## config.mk

```make
export PLATFORM = sky130hd
export DESIGN_NAME = register_mover
export DESIGN_NICKNAME = d
export VERILOG_FILES = /design/src/rtl/register_mover.sv
export SDC_FILE = /design/constraint.sdc
export NUM_CORES = 1
export LEC_CHECK = 0
export ABC_AREA = 1
export BUFFER_PORTS_ARGS = -buffer_cell sky130_fd_sc_hd__buf_2
export CAP_MARGIN = 20
export CORE_MARGIN = 2
export CORE_UTILIZATION = 25
export CTS_CLUSTER_DIAMETER = 30
export DETAILED_ROUTE_END_ITERATION = 16
export GPL_TIMING_DRIVEN = 0
export SKIP_LAST_GASP = 1
export SYNTH_ARGS = -nofsm -noshare
export SYNTH_HDL_FRONTEND = slang
export SYNTH_SLANG_ARGS = --single-unit
export TNS_END_PERCENT = 100
```

## constraint.sdc

```tcl
create_clock -name clock -period 4.7 [get_ports clock]
set_clock_uncertainty 0.1 [all_clocks]
set_input_delay 0.94 -clock clock [delete_from_list [all_inputs] [get_ports clock]]
set_output_delay 0.94 -clock clock [all_outputs]
set_load 0.03 [all_outputs]
```

## src/rtl/register_mover.sv

```systemverilog
// Moves a masked set of eight 32-bit registers between a register RAM and a
// store (out) stream or from a load (in) stream, one register at a time.
module register_mover (
  input  logic        clock,
  input  logic        reset_n,
  input  logic        start,
  input  logic        direction,
  input  logic [7:0]  mask,
  input  logic        descending,
  input  logic        size_long,
  output logic [2:0]  ram_address,
  output logic [3:0]  ram_byte_enable,
  output logic        ram_write_enable,
  output logic [31:0] ram_data_input,
  input  logic [31:0] ram_data_output,
  output logic        out_valid,
  input  logic        out_ready,
  output logic [31:0] out_data,
  input  logic        in_valid,
  output logic        in_ready,
  input  logic [31:0] in_data,
  output logic        busy,
  output logic        done,
  output logic [3:0]  count
);

  typedef enum logic [2:0] {
    IDLE    = 3'd0,
    RD_ADDR = 3'd1,
    RD_DATA = 3'd2,
    OUT     = 3'd3,
    WR      = 3'd4,
    DONE    = 3'd5
  } state_t;

  state_t      state;
  state_t      state_next;
  logic [7:0]  rem_mask;
  logic        desc_q;
  logic        long_q;
  logic        empty_q;
  logic [31:0] out_data_q;
  logic [3:0]  count_q;
  logic [2:0]  cur_reg;
  logic [7:0]  cur_bit;
  logic        last_reg;
  logic        accept;
  logic        out_fire;
  logic        in_fire;

  // Handshakes: a word moves on the rising edge where valid and ready are both
  // high; the producer holds valid and data until then, ready may toggle freely.
  assign out_fire = out_valid && out_ready;
  assign in_fire  = in_valid && in_ready;
  assign accept   = (state == IDLE) && !empty_q && start;

  // Current register: lowest remaining bit ascending, highest descending.
  always_comb begin
    cur_reg = 3'd0;
    if (desc_q) begin
      for (int i = 0; i < 8; i++)
        if (rem_mask[i]) cur_reg = 3'(i);
    end else begin
      for (int i = 7; i >= 0; i--)
        if (rem_mask[i]) cur_reg = 3'(i);
    end
    cur_bit  = 8'b1 << cur_reg;
    last_reg = (rem_mask & ~cur_bit) == 8'h00;
  end

  always_comb begin
    state_next = state;
    case (state)
      IDLE: begin
        // An empty mask spends one latched cycle in IDLE before DONE.
        if (empty_q)
          state_next = DONE;
        else if (start && mask != 8'h00)
          state_next = direction ? WR : RD_ADDR;
      end
      RD_ADDR: state_next = RD_DATA;
      RD_DATA: state_next = OUT;
      OUT: begin
        if (out_fire)
          state_next = last_reg ? DONE : RD_ADDR;
      end
      WR: begin
        if (in_fire && last_reg)
          state_next = DONE;
      end
      DONE:    state_next = IDLE;
      default: state_next = IDLE;
    endcase
  end

  always_ff @(posedge clock or negedge reset_n) begin
    if (!reset_n) begin
      state      <= IDLE;
      rem_mask   <= 8'h00;
      desc_q     <= 1'b0;
      long_q     <= 1'b0;
      empty_q    <= 1'b0;
      out_data_q <= 32'h0;
      count_q    <= 4'd0;
    end else begin
      state   <= state_next;
      empty_q <= accept && (mask == 8'h00);
      if (accept) begin
        rem_mask <= mask;
        desc_q   <= descending;
        long_q   <= size_long;
        count_q  <= 4'd0;
      end
      if (state == RD_DATA)
        out_data_q <= long_q ? ram_data_output : {16'h0000, ram_data_output[15:0]};
      if (out_fire || in_fire) begin
        rem_mask <= rem_mask & ~cur_bit;
        count_q  <= count_q + 4'd1;
      end
    end
  end

  always_comb begin
    ram_address      = 3'd0;
    ram_byte_enable  = 4'b1111;
    ram_write_enable = 1'b0;
    ram_data_input   = 32'h0;
    if (state == RD_ADDR || state == RD_DATA)
      ram_address = cur_reg;
    if (state == WR) begin
      ram_address      = cur_reg;
      ram_byte_enable  = long_q ? 4'b1111 : 4'b0011;
      ram_write_enable = in_valid;
      ram_data_input   = in_data;
    end
  end

  assign out_valid = (state == OUT);
  assign in_ready  = (state == WR);
  assign out_data  = out_data_q;
  assign busy      = (state == RD_ADDR) || (state == RD_DATA) || (state == OUT) ||
                     (state == WR) || empty_q;
  assign done      = (state == DONE);
  assign count     = count_q;

endmodule

```

==> flow_summary_export.csv <==
group,metric,value,unit
layout,multi_input_area,1156,sq um
setup_path,cpMaxStageDelayCell,"dfrtp_1",
power_and_ir_drop,clockPowerShare,10.9,%
route,top_layer,"met4",
hold_path,hold_end,"out_data[6]",
power_and_ir_drop,seqPwrFrac,27.3,%
synth,synthFlopType,"dfrtp_1",
floorplan,start_util,25.87,%
layout,regArea,1251,sq um
clocking,cts_tree,"done",
hold_path,min_from,"out_data[6]",
global_routing,grt_pass1_vias,2884,
setup_path,crit_family,"simple AND/OR/NAND/NOR gates",
route,drc_errors,0,
synth,syn_inst,372,
clocking,cts_max_level,2,
power_and_ir_drop,peakVddDrop,293.9,uV
setup_path,path_class,"reg2out",
clocking,clockRootBuffer,"clkbuf_8",
power_and_ir_drop,p_comb_share,61.8,%
layout,finish.utilization,36.29,%
setup_path,worstSetupEndpointType,"output pin",
global_routing,gr-total-overflow,0,
synth,synth-async-reset-ratio,100.0,%
clocking,clk_latency,0.29,ns
layout,n_fill_cell,1156,
placed_design,gp_congestion,0.8689,
timing,worst_slack,1.465,ns
floorplan,die_area,11570,sq um
synth,yosysUniqueCellTypes,29,
route,wl,8.185,mm
clocking,clkTransAtPathRegs,0.09,ns
synth,mappedNetlistArea,2683,sq um
floorplan,die_h,107.6,um
layout,final_nets,618,
timing,hold_violations,0,
floorplan,ios,160,
setup_path,r2r-end,"rem_mask[3]",
timing,fmax,309.1,MHz
route,wl_met2,3.996,mm
synth,yosysSeqAreaShare,46.64,%
route,viasPerCell,4.344,
layout,final_cell_mix,"buf_2 (157), nand2_1 (124), dfrtp_1 (50)",
hold_path,hold_depth,2,
power_and_ir_drop,cell_internal_pwr,0.001270,W
power_and_ir_drop,p_switching,0.001491,W
setup_path,cpMostUsedCell,"nor2_1",
setup_path,critPathBufInv,3,
synth,synth.avg_cell_area,7.211,sq um
global_routing,grt_pass1_wl,13.43,mm
route,vias,2928,
setup_path,cp_slowest_stage_delay,0.45,ns
clocking,numCtsBuffers,5,
clocking,cts_hold_buf,0,
hold_path,hold_path.class,"reg2reg",
setup_path,crit_chain,"nor2_1 > inv_1 > nor2_1 > inv_1 > o21ai_0 > nor2_1 > a21oi_1 > buf_2",
timing,final.setup.tns,0,ns
timing,relSlewSlack,63.18,%
route,wl_met1,3.649,mm
global_routing,grt_antenna_before_repair,0,
placed_design,dp.final_hpwl,6.573,mm
timing,slew_viol_final,0,
global_routing,grt_max_degree,29,
timing,period_share,68.83,%
synth,yosys_warnings,0,
setup_path,worstPathMaxFanout,6,
power_and_ir_drop,powerDensity,733.7,nW/um^2
setup_path,worstPathArrival,2.19,ns
route,wire_per_inst,12.14,um
setup_path,cp-start-kind,"flop",
layout,drive_gt1_share,35.13,%
placed_design,dp_slack,1.654,ns
route,wl_met3,499,um
placed_design,portBuffers,156,
floorplan,chipWidth,107.6,um
setup_path,r2r_setup_slack,2.70,ns
setup_path,r2r_start,"state[1]",
route,ant_nets,0,
setup_path,reg2reg_depth,8,
floorplan,rows,37,
power_and_ir_drop,leakage,2.294,nW
floorplan,core-area,10370,sq um
clocking,cts_resized,0,
layout,layout.cells.most_common,"buf_2",
power_and_ir_drop,switching_share,54.00,%
synth,ys_ff_latch,50,
timing,min_period,3.235,ns
route,drtIter0Drc,134,
layout,num_antenna_cells,0,
run,drv_cap,0,
timing,worst_pin_slew,0.5523,ns
power_and_ir_drop,power,0.002761,W
global_routing,grt_usage,14.26,%
setup_path,worstPathRequired,3.66,ns
synth,synth-edff-count,0,
route,firstDrtPassIters,6,
status,status,"finished, final reports clean",
clocking,cts_max_path_buffers,2,
layout,area_growth,40.30,%
clocking,cts_setup_buffers,0,
clocking,cts_sinks,50,
timing,rsz0062_at_grt,"false",
timing,hold_ws,0.3755,ns
timing,setup_viol,0,
per-layer routing:
layer / global-route usage, % / vias to the layer above
li1: - / 1479
met1: 18.22 / 1362
met2: 24.53 / 83
met3: 3.269 / 4
met4: 3.114 / 0
met5: 0 / -
final cells by class:
| cell class | count | share of cell area (%) |
|---|---|---|
| sequential | 50 | 33.24 |
| multi-input combinational | 252 | 30.72 |
| timing repair buffer | 157 | 21.28 |
| inverter | 53 | 5.286 |
| tap | 136 | 4.521 |
| buffer | 18 | 2.128 |
| clock buffer | 7 | 2.028 |
| clock inverter | 1 | 0.7979 |
synthesized netlist by cell type (all sizes together), types with 2 or more instances:
| cell type | count | area [sq um] |
|---|---|---|
| nand2 | 130 | 513.0 |
| inv | 53 | 198.9 |
| nor2 | 51 | 198.9 |
| dfrtp | 50 | 1251 |
| nand3 | 30 | 162.7 |
| clkbuf | 13 | 48.80 |
| nand4 | 12 | 75.07 |
| o221ai | 8 | 70.07 |
| o21ai | 6 | 33.78 |
| buf | 5 | 31.27 |
| a21oi | 3 | 15.01 |
| nor4 | 2 | 12.51 |
| or2 | 2 | 12.51 |
tightest hold or removal path: cells and delay by family (launching register included):
family,cells,cell delay [ns]
flip-flops,1,0.35
AND/OR/NAND/NOR,2,0.10
flip-flops by register name (all words and copies together), names as in the netlist:
signal    cells
desc_q        1
empty_q       1
long_q        1
count         4
state         3
out_data     32
rem_mask      8
power groups by stage:
stage                     logic, W  registers [W]  clock network, W
after global routing       0.00188       0.000782          0.000331
after detailed placement   0.00172       0.000756                 0
after CTS                  0.00172       0.000753          0.000311
after floorplan           0.000946        0.00103                 0
final                      0.00171       0.000754          0.000300
after global placement     0.00169       0.000753                 0
kinds of logic (layout without fill, tap and decap cells):
| group | Yosys count | in the layout | share of synthesized area [%] |
|---|---|---|---|
| adders and majority gates | 1 | 1 | 0.4663 |
| and+or+nand+nor | 227 | 227 | 36.33 |
| AOI/OAI and AO/OA | 19 | 19 | 4.944 |
| other | 1 | 2 | 0.1398 |
| buffers and inverters | 71 | 236 | 10.40 |
| xor gates and xnor gates | 2 | 2 | 0.6531 |
| muxes | 1 | 1 | 0.4197 |
| DFF | 50 | 50 | 46.64 |
worst max path at each step:
stage | slack [ns] | from | cells after the start | end
floorplan | 2.06 | state[2] | 7 | ram_address[0]
global placement | 1.67 | state[2] | 8 | ram_address[0]
detailed placement | 1.65 | state[2] | 8 | ram_address[0]
CTS | 1.32 | state[2] | 8 | ram_address[0]
global route | 1.11 | state[2] | 8 | ram_address[0]
finish | 1.47 | state[2] | 8 | ram_address[0]
per-stage QoR:
step / instances / instance area [sq um]
after global routing: 674 / 3764
final: 674 / 3764
after global placement: 665 / 3637
after CTS: 674 / 3764
after detailed placement: 666 / 3657
after floorplan: 373 / 2686
Note: power is estimated with default switching activity, not from simulation.
